===== src/rtl/shift_add_multiplier.sv =====
// Sequential unsigned shift-and-add multiplier: one (WIDTH+1)-bit add per clock,
// producing a 2*WIDTH-bit product after WIDTH RUN cycles.
module shift_add_multiplier #(
  parameter int unsigned WIDTH = 8
) (
  input  logic               clk,
  input  logic               rst,
  input  logic               start,
  input  logic [WIDTH-1:0]   multiplicand,
  input  logic [WIDTH-1:0]   multiplier,
  output logic [2*WIDTH-1:0] product,
  output logic               busy,
  output logic               done
);

  localparam int unsigned CntW = (WIDTH > 1) ? $clog2(WIDTH) : 1;
  localparam logic [CntW-1:0] CntLast = CntW'(WIDTH - 1);

  typedef enum logic [1:0] {
    StIdle,
    StRun,
    StDone
  } state_e;

  state_e               state_q, state_d;
  logic [WIDTH-1:0]     a_q, a_d;
  logic [WIDTH-1:0]     q_q, q_d;
  logic [WIDTH-1:0]     acc_q, acc_d;
  logic                 carry_q, carry_d;
  logic [CntW-1:0]      count_q, count_d;
  logic [2*WIDTH-1:0]   product_q, product_d;

  logic [WIDTH-1:0]     addend;
  logic [WIDTH:0]       sum_ext;

  always_ff @(posedge clk or posedge rst) begin
    if (rst) begin
      state_q   <= StIdle;
      a_q       <= '0;
      q_q       <= '0;
      acc_q     <= '0;
      carry_q   <= 1'b0;
      count_q   <= '0;
      product_q <= '0;
    end else begin
      state_q   <= state_d;
      a_q       <= a_d;
      q_q       <= q_d;
      acc_q     <= acc_d;
      carry_q   <= carry_d;
      count_q   <= count_d;
      product_q <= product_d;
    end
  end

  always_comb begin
    state_d   = state_q;
    a_d       = a_q;
    q_d       = q_q;
    acc_d     = acc_q;
    carry_d   = carry_q;
    count_d   = count_q;
    product_d = product_q;

    // Adder stage with cin tied low; the extra bit is the carry-out.
    addend  = q_q[0] ? a_q : '0;
    sum_ext = {1'b0, acc_q} + {1'b0, addend};

    unique case (state_q)
      StIdle: begin
        if (start) begin
          a_d     = multiplicand;
          q_d     = multiplier;
          acc_d   = '0;
          carry_d = 1'b0;
          count_d = '0;
          state_d = StRun;
        end
      end
      StRun: begin
        // {ACC,Q} <= {c,S,Q} >> 1
        acc_d   = sum_ext[WIDTH:1];
        q_d     = {sum_ext[0], q_q[WIDTH-1:1]};
        carry_d = sum_ext[WIDTH];
        count_d = count_q + CntW'(1);
        if (count_q == CntLast) begin
          product_d = {acc_d, q_d};
          state_d   = StDone;
        end
      end
      StDone: begin
        state_d = StIdle;
      end
      default: begin
        state_d = StIdle;
      end
    endcase
  end

  assign product = product_q;
  assign busy    = (state_q == StRun);
  assign done    = (state_q == StDone);

endmodule


===== config.mk =====
export PLATFORM = sky130hd
export DESIGN_NAME = shift_add_multiplier
export DESIGN_NICKNAME = d
export VERILOG_FILES = /design/src/rtl/shift_add_multiplier.sv
export SDC_FILE = /design/constraint.sdc
export NUM_CORES = 1
export LEC_CHECK = 0
export BUFFER_PORTS_ARGS = -buffer_cell sky130_fd_sc_hd__buf_2
export CELL_PAD_IN_SITES_DETAIL_PLACEMENT = 0
export CELL_PAD_IN_SITES_GLOBAL_PLACEMENT = 1
export CORE_UTILIZATION = 25
export CTS_CLUSTER_SIZE = 12
export DETAILED_ROUTE_END_ITERATION = 7
export PLACE_DENSITY_LB_ADDON = 0.1
export SKIP_CTS_REPAIR_TIMING = 1
export SYNTH_ARGS = -nofsm -noshare
export SYNTH_HDL_FRONTEND = slang
export SYNTH_SLANG_ARGS = --single-unit

===== constraint.sdc =====
create_clock -name clk -period 5.8 [get_ports clk]
set_input_delay 0 -clock clk [delete_from_list [all_inputs] [get_ports clk]]
set_output_delay 0 -clock clk [all_outputs]
set_load 0.02 [all_outputs]

==> results.md, run 1 <==
Status:
- The flow ran to the end, but the final reports show violations.
- The final reports fail on negative hold slack.

Clocking:
- The clock reaches the later pin of the worst-skew pair after 0.30 ns.
- CTS built an H-tree with a depth of 2.
- The maximum clock insertion buffer count is 2.
- Buffers inserted during clock tree synthesis total 5.
- The post-CTS clock slew at the launch and capture registers of the worst setup and hold paths is 0.10 ns.
- CTS saw 45 sinks.
- In this run the clock root is driven by a sky130_fd_sc_hd__clkbuf_8.
- TritonCTS built the clock tree.

Detailed routing:
- The wire length reported by the detailed router is 4940 um.
- In the final routed layout, each cell accounts on average for 13.2 um.
- The count of nets left with antenna violations once routing finished came out at 0.
- The length of the first detailed-routing pass in iterations is 4.
- After the first detailed-routing iteration, the DRC count stood at 30.
- The total routed wire length on the met1 layer is 2590 um.
- In the routed design, unresolved DRC markers number 0.
- The met3 routed wirelength is 154 um.
- The uppermost signal routing layer after detailed routing is met4.
- The detailed-route vias per instance is 4.31.
- The detailed router placed 1607 vias in this run.
- Summed over all nets, wire length on met2 after detailed routing comes to 2120 um.

Power:
- Across the VDD grid, the largest voltage drop is 0.000129 V.
- In this run the power density over the cells is 570 nW/um2.
- The analysis attributes to cell leakage a power of 1.28 nW.

Place:
- During placement, the flow inserted port buffers numbering 36.
- The congestion estimate from routability-driven global placement came to 0.713.
- Prior to clock tree synthesis, the placed netlist has a worst setup slack of 3.52 ns.
- The HPWL after detailed placement is 3190 um.

Worst setup path:
- The critical path in this run is classified as flop to flop.
- At the worst endpoint, the arrival time is 2.42 ns.
- The type of element capturing the critical path is a flop.
- The depth of the worst register-to-register path is 8.
- The most numerous cell on the critical path is sky130_fd_sc_hd__a21oi_1.
- The critical path contains buffers and inverters numbering 0 combined.
- Along the worst path, the maximum fanout reaches 9.
- The most critical setup path has its startpoint at q_q[0].
- The library cell contributing the largest single delay on the critical path is sky130_fd_sc_hd__dfrtp_1.
- The delay contributed by the slowest stage of the critical path is 0.45 ns.
- For the worst setup path, the data required time is 5.97 ns.
- The startpoint class of the critical path is a flop.
- The startpoint of the worst register-to-register path is q_q[0].
- The family of cells with the greatest summed delay on the critical path is compound AO/OA/AOI/OAI gates.
- The number of gates on the worst path with buffers counted is 8.
- The critical path goes through and2_1 -> ha_1 -> fa_1 -> a21oi_1 -> o211ai_1 -> a21oi_1 -> xor2_1 -> o21ai_0.

Worst hold path:
- The class of the tightest hold or removal check is input pin to async pin.

STA:
- The number of endpoints failing setup at the final stage is 0.
- Of the available clock period, the critical path in the final layout requires 0.389.
- The number of pins with negative max-slew slack in the final report is 0.
- The worst pin sits at a relative slew slack of 0.340.
- The total count of hold-check failures in the final report is 45.
- The slew at the pin closest to its max-slew limit is 0.988 ns.
- The tightest hold path in the finished design has a slack of -0.0819 ns.
- The worst path in the final design needs a cycle of 2.26 ns, including I/O delays and setup.
- The worst path meets setup with 3.54 ns of slack.
- Summed over all failing endpoints, the final setup total negative slack is 0 ns.
- The worst clock skew is 0.0120 ns.
- Based on the critical path, the design can be clocked at up to 443 MHz.
- Setup repair after global routing left no endpoint under its margin.

Global routing:
- The largest net degree at the start of global routing is 46.
- The wire length of the first global-routing pass is 7870 um.
- The number of global-route vias before repair is 1524.
- The number of antenna violations at the first check in global routing came to 0.
- The overflow left after global routing is 0.
- In the global route stage, overall resource usage came out at 0.116.

Floorplan:
- For this design the top-level I/O count stands at 37.
- After floorplanning, the core was divided into 33 placement rows.
- The width of the chip is 94.6 um.
- The region available for standard cell placement spans 8260 um2.
- The vertical die dimension is 94.6 um.
- The initial utilization of the core area, before any placement, comes to 0.260.
- The die covers 8960 um2.

Synthesis:
- The biggest area contributor in the post-synthesis netlist is sky130_fd_sc_hd__dfrtp_1.
- The number of nets handed over by synthesis was 248.
- After synthesis the netlist holds a flip-flop and latch count of 45.
- The number of unique standard cell types used by synthesis is 27.
- The area of the mapped netlist is 2150 um2.
- The average instance in the mapped netlist occupies 9.84 um2.
- By area the synthesized netlist is led by sky130_fd_sc_hd__dfrtp_1 52%, sky130_fd_sc_hd__nand2_1 10%, sky130_fd_sc_hd__ha_1 5.8%.
- Of the synthesized area, sequential elements account for 0.525.
- The Yosys step of the flow raised 0 warnings.
- The share of Yosys cell area claimed by the top area cell type is 0.525.
- In the synthesized netlist, the number of instances is 218.

Layout:
- The area growth from synthesis to layout is 24.5%.
- The library cells used most frequently in the layout, excluding fill and tap cells, are 59 x sky130_fd_sc_hd__nand2_1, 45 x sky130_fd_sc_hd__dfrtp_1, 36 x sky130_fd_sc_hd__buf_2.
- After the last flow step, the layout net total stands at 297.
- In the final layout, the share of cells above drive strength 1 is 0.209.
- Leaving out fill and tap cells, the most frequent cell in the layout is sky130_fd_sc_hd__nand2_1.
- The number of diodes added for antenna fixing is 0.

Flow run:
- Across the run, the number of max-cap violations was 0.
## cells in the mapped netlist
cell / count
sky130_fd_sc_hd__ha_1: 10
sky130_fd_sc_hd__nand2_1: 59
sky130_fd_sc_hd__inv_1: 3
sky130_fd_sc_hd__clkbuf_1: 3
sky130_fd_sc_hd__o211ai_1: 2
sky130_fd_sc_hd__buf_2: 5
sky130_fd_sc_hd__nand3_1: 8
sky130_fd_sc_hd__o21a_1: 1
sky130_fd_sc_hd__mux2_4: 5
sky130_fd_sc_hd__nor2_1: 12
sky130_fd_sc_hd__o21ai_0: 21
sky130_fd_sc_hd__and2_1: 9
sky130_fd_sc_hd__buf_6: 2
sky130_fd_sc_hd__a21o_1: 1
sky130_fd_sc_hd__xor2_1: 5
sky130_fd_sc_hd__o21bai_1: 1
sky130_fd_sc_hd__nor2b_1: 2
sky130_fd_sc_hd__a211oi_1: 1
sky130_fd_sc_hd__fa_1: 1
sky130_fd_sc_hd__a31oi_1: 8
sky130_fd_sc_hd__xnor2_1: 1
sky130_fd_sc_hd__a21oi_1: 6
sky130_fd_sc_hd__nand2b_1: 1
sky130_fd_sc_hd__dfrtp_1: 45
sky130_fd_sc_hd__clkinv_4: 1
sky130_fd_sc_hd__mux2_2: 4
sky130_fd_sc_hd__nand2_4: 1
## metrics by stage
| stage | std cells | util | hold WS (ns) | total power (W) | area, um2 |
|---|---|---|---|---|---|
| 2_1_floorplan | 218 | - | 0.105 | 0.00109 | 2150 |
| 3_3_place_gp | 350 | 0.291 | 0.195 | 0.00128 | 2410 |
| 3_5_place_dp | 350 | 0.291 | 0.199 | 0.00128 | 2410 |
| 4_1_cts | 358 | 0.305 | -0.115 | 0.00154 | 2520 |
| 5_1_grt | 373 | 0.324 | 0.0151 | 0.00166 | 2670 |
| 6_report | 373 | 0.324 | -0.0819 | 0.00152 | 2670 |
## path summary, 6_finish.rpt
path | slack [ns] | to
worst max-delay path | 3.54 | acc_q[5]
worst min-delay path | -0.08 | product[9]
worst max register to register | 3.54 | acc_q[5]
worst min register to register | 0.48 | product[12]
max in group asynchronous | 5.26 | q_q[0]
min in group clk | 0 | q_q[0]
## where the power goes
| part | switching (W) | internal (W) |
|---|---|---|
| sequential | 0.0000860 | 0.000465 |
| clock | 0.000111 | 0.000141 |
| combinational | 0.000434 | 0.000287 |
## cells by family (layout without fill, tap and decap cells)
| family | Yosys count | count (layout) | synth area share |
|---|---|---|---|
| and+or+nand+nor | 92 | 92 | 0.183 |
| DFF | 45 | 45 | 0.525 |
| AOI/OAI and AO/OA | 41 | 41 | 0.107 |
| buffers and inverters | 14 | 64 | 0.0367 |
| adders and majority gates | 11 | 11 | 0.0676 |
| muxes | 9 | 9 | 0.0560 |
| xor gates and xnor gates | 6 | 6 | 0.0245 |
## layout make-up
| cell class | count | area, um2 |
|---|---|---|
| repair buffers | 52 | 338 |
| clock buffers | 7 | 86.3 |
| flip-flops and latches | 45 | 1130 |
| inverters | 4 | 20.0 |
| well taps | 105 | 131 |
| fillers | 905 | 5590 |
| clock inverters | 1 | 30.0 |
| multi-input cells | 159 | 941 |
## routing by layer
| layer | up-vias | track usage |
|---|---|---|
| li1 | 828 | - |
| met1 | 746 | 0.165 |
| met2 | 27 | 0.171 |
| met3 | 6 | 0.0298 |
| met4 | 0 | 0.0379 |
| met5 | - | 0 |
## worst register-to-register path: cells and delay by family, from the launching register on
kind	cells	cell delay [ns]
fa+ha+maj	2	0.63
simple gates	1	0.19
compound gates	4	0.68
flops	1	0.45
xor+xnor	1	0.19
## state kept, by name, indices dropped and copies added (netlist names)
| register | cells |
|---|---|
| product | 16 |
| a_q | 8 |
| acc_q | 8 |
| q_q | 8 |
| count_q | 3 |
| state_q | 2 |
(Power assumes the default switching activity.)
==> inputs of run 2 (changes only) <==
clock period = 2.15 ns   (was 5.8 ns; I/O delays follow)
==> run 2 against run 1 <==
- the flow now finishes without violations
- hold slack better by 0.088 ns
- worst setup slack worse by 3.4 ns
- sequential share of layout area down 0.79 points
- critical endpoint unchanged
- largest cell class unchanged
==> results.md, run 2 (same netlist as run 1, synthesis figures left out) <==
Status:
- The flow ran to the end, and the final reports show no timing, DRC or antenna violations.

Place:
- The number of port buffers was 36 (unchanged).
- The weighted congestion at the end of routability-driven global placement is 0.708 (-0.83%).
- The HPWL after detailed placement is 3370 um (+5.9%).
- The worst slack after detailed placement came to -0.0146 ns (-3.53 ns).

Clocking:
- The post-CTS clock slew at the launch and capture registers of the worst setup and hold paths is 0.09 ns (about the same).
- The number of CTS-inserted buffers was 5 (unchanged).
- The maximum clock insertion buffer count was 2 (unchanged).
- The count of H-tree levels built during CTS is 2 (unchanged).
- The count of clock tree sinks is 45 (unchanged).
- The insertion delay to the later sink of the worst-skew pair is 0.30 ns (about the same).
- Clock tree synthesis selected as its root buffer the cell sky130_fd_sc_hd__clkbuf_8.
- The TritonCTS clock tree is done.

Layout:
- The area occupied by registers is 1130 um2 (unchanged).
- Relative to the synthesized area, the layout overhead comes to 26.9%.
- The number of fill cells in the layout was 899 (-0.66%).
- The library cell used most frequently in the layout, excluding fill and tap cells, is sky130_fd_sc_hd__nand2_1.
- The flip-flop count of the largest register, all copies and words added is 16 (unchanged).
- In the layout the commonest cells are 59 x sky130_fd_sc_hd__nand2_1, 45 x sky130_fd_sc_hd__dfrtp_1, 36 x sky130_fd_sc_hd__buf_2.
- The number of diodes added for antenna fixing was 0 (unchanged).
- The core utilization of the finished layout was 0.330 (+0.00621).
- The number of nets in the layout is 304 (+2.4%).
- The multi-input logic area is 967 um2 (+2.8%).
- The share of layout cells above drive strength 1 came to 0.251 (+0.0420).

STA:
- The minimum setup slack in the final design is 0.119 ns (-3.43 ns).
- Setup repair after global routing left no endpoint under its margin.
- The worst clock skew came to 0.00720 ns (-0.00481 ns).
- The worst slew margin relative to its limit is 0.591 (+0.250).
- The number of endpoints failing setup at the final stage is 0 (unchanged).
- The time the worst path needs with I/O delays and setup was 2.03 ns (-0.225 ns).
- The share of the clock period used by the worst path came to 0.945 (+0.556).
- The slew at the pin closest to its max-slew limit is 0.613 ns (-0.375 ns).
- The fmax was 492 MHz (+11%).
- The number of pins with negative max-slew slack in the final report came to 0 (unchanged).
- The total count of hold-check failures in the final report is 0 (-100%).

Power:
- The share of total power in sequential cells is 0.363 (+0.002).
- The maximum vdd ir drop is 0.000395 V (+210%).
- The net switching power is 0.00175 W (+180%).
- The share of total power in the clock network came to 0.129 (-0.036).
- The internal power is 0.00232 W (+160%).
- The switching share of total power is 0.429 (+0.0148).
- The leakage component of the power is 1.30 nW (+1.7%).
- The power after layout was 0.00407 W (+170%).
- The power density relative to cell area was 1490 nW/um2 (+160%).
- The combinational cell fraction of total power is 0.507 (+0.034).

Floorplan:
- The vertical die dimension is 94.6 um (unchanged).
- The total I/O pin count came to 37 (unchanged).
- The initial cell density of the core was 0.260 (unchanged).
- The area of the core was 8260 um2 (unchanged).
- The number of rows created at floorplan is 33 (unchanged).
- The die outline area was 8960 um2 (unchanged).
- The width of the chip is 94.6 um (unchanged).

Worst hold path:
- Counting instances, the worst hold path has a depth of 3.
- The class of the tightest hold or removal check is input pin to flop.

Flow run:
- The number of maximum-capacitance constraint violations came to 0 (unchanged).

Worst setup path:
- The signal arrival time at the worst endpoint was 2.20 ns (-0.22 ns).
- The depth of the worst register-to-register path is 8 (unchanged).
- The worst setup path is captured at a flop.
- The startpoint class of the critical path is a flop.
- The setup path with the least slack is of type flop to flop.
- The maximum fanout encountered on the critical timing path was 3 (-6).
- The flop-to-flop setup slack is 0.12 ns (-3.43 ns).
- The data required time at the worst endpoint is 2.32 ns (-3.65 ns).

Detailed routing:
- The number of routed nets with antenna violations is 0 (unchanged).
- The wire length reported by the detailed router is 4970 um (+0.57%).
- The length of the first detailed-routing pass in iterations is 4 (unchanged).
- The total DRC errors in the routed layout is 0 (unchanged).
- The number of DRC markers after the initial detailed-route iteration is 55 (+83%).
- The detailed-route via count is 1626 (+1.2%).
- The detailed-route vias per instance came to 4.28 (-0.68%).
- The average routed wire per standard cell is 13.1 um (-1.3%).

Global routing:
- The largest net degree at the start of global routing came to 37 (-20%).
- The global router's overall resource usage is 0.118 (+0.00195).
- The overflow left after global routing was 0 (unchanged).
- The wire length of the first global-routing pass is 7950 um (+1.0%).
- The number of antenna violations at the first check in global routing is 0 (unchanged).
- The number of global-route vias before repair is 1556 (+2.1%).
==> run 2: cell count changes in the layout (fill, tap and decap cells not counted), sizes merged <==
cell,delta
buf,+6
bufinv,-1
clkbuf,-2
clkinv,+2
clkinvlp,+1
dlygate4sd3,+1
==> run 2: final timing paths <==
| path | start | end |
|---|---|---|
| setup / recovery | q_q[0] | acc_q[5] |
| hold / removal | multiplier[0] | q_q[0] |
| setup reg to reg | q_q[0] | acc_q[5] |
| hold reg to reg | a_q[0] | a_q[0] |
| max in group asynchronous | rst | a_q[2] |
| min in group asynchronous | rst | product[9] |
==> run 2: metrics by stage <==
stage | instance area (um2) | hold slack, ns | TNS (ns) | cells
floorplan | 2150 | 0.105 | 0 | 218
global placement | 2450 | 0.117 | 0 | 356
detailed placement | 2450 | 0.120 | -0.0249 | 356
CTS | 2540 | -0.220 | -0.0993 | 364
global route | 2720 | 0.00247 | 0 | 380
finish | 2720 | 0.00640 | 0 | 380
==> run 2: power groups by stage <==
stage	logic, W	clock network [W]	registers [W]
2_1_floorplan	0.00132	0	0.00163
3_3_place_gp	0.00200	0	0.00150
3_5_place_dp	0.00200	0	0.00150
4_1_cts	0.00202	0.000562	0.00149
5_1_grt	0.00234	0.000602	0.00154
6_report	0.00206	0.000526	0.00148
==> run 2: worst max-delay path: stages, from the launching register on <==
cell and delay (ns):
sky130_fd_sc_hd__dfrtp_1 0.39, sky130_fd_sc_hd__and2_1 0.16, sky130_fd_sc_hd__ha_1 0.21, sky130_fd_sc_hd__fa_2 0.38, sky130_fd_sc_hd__a21oi_2 0.17, sky130_fd_sc_hd__o211ai_1 0.13
sky130_fd_sc_hd__a21oi_2 0.17, sky130_fd_sc_hd__xor2_1 0.19, sky130_fd_sc_hd__o21ai_0 0.10
==> run 2: layout make-up <==
class / count / share of cell area
Tap cell: 105 / 0.0482
Clock inverter: 3 / 0.00643
Sequential cell: 45 / 0.413
Clock buffer: 5 / 0.0253
Multi-Input combinational cell: 159 / 0.355
Timing Repair Buffer: 59 / 0.144
Inverter: 4 / 0.00735
==> run 2: layer usage <==
metal | GRT usage | up-vias | wire (um)
met2 | 0.181 | 26 | 2200
met3 | 0.0274 | 5 | 135
met5 | 0 | - | 0
li1 | - | 839 | -
met1 | 0.162 | 756 | 2550
met4 | 0.0417 | 0 | 76
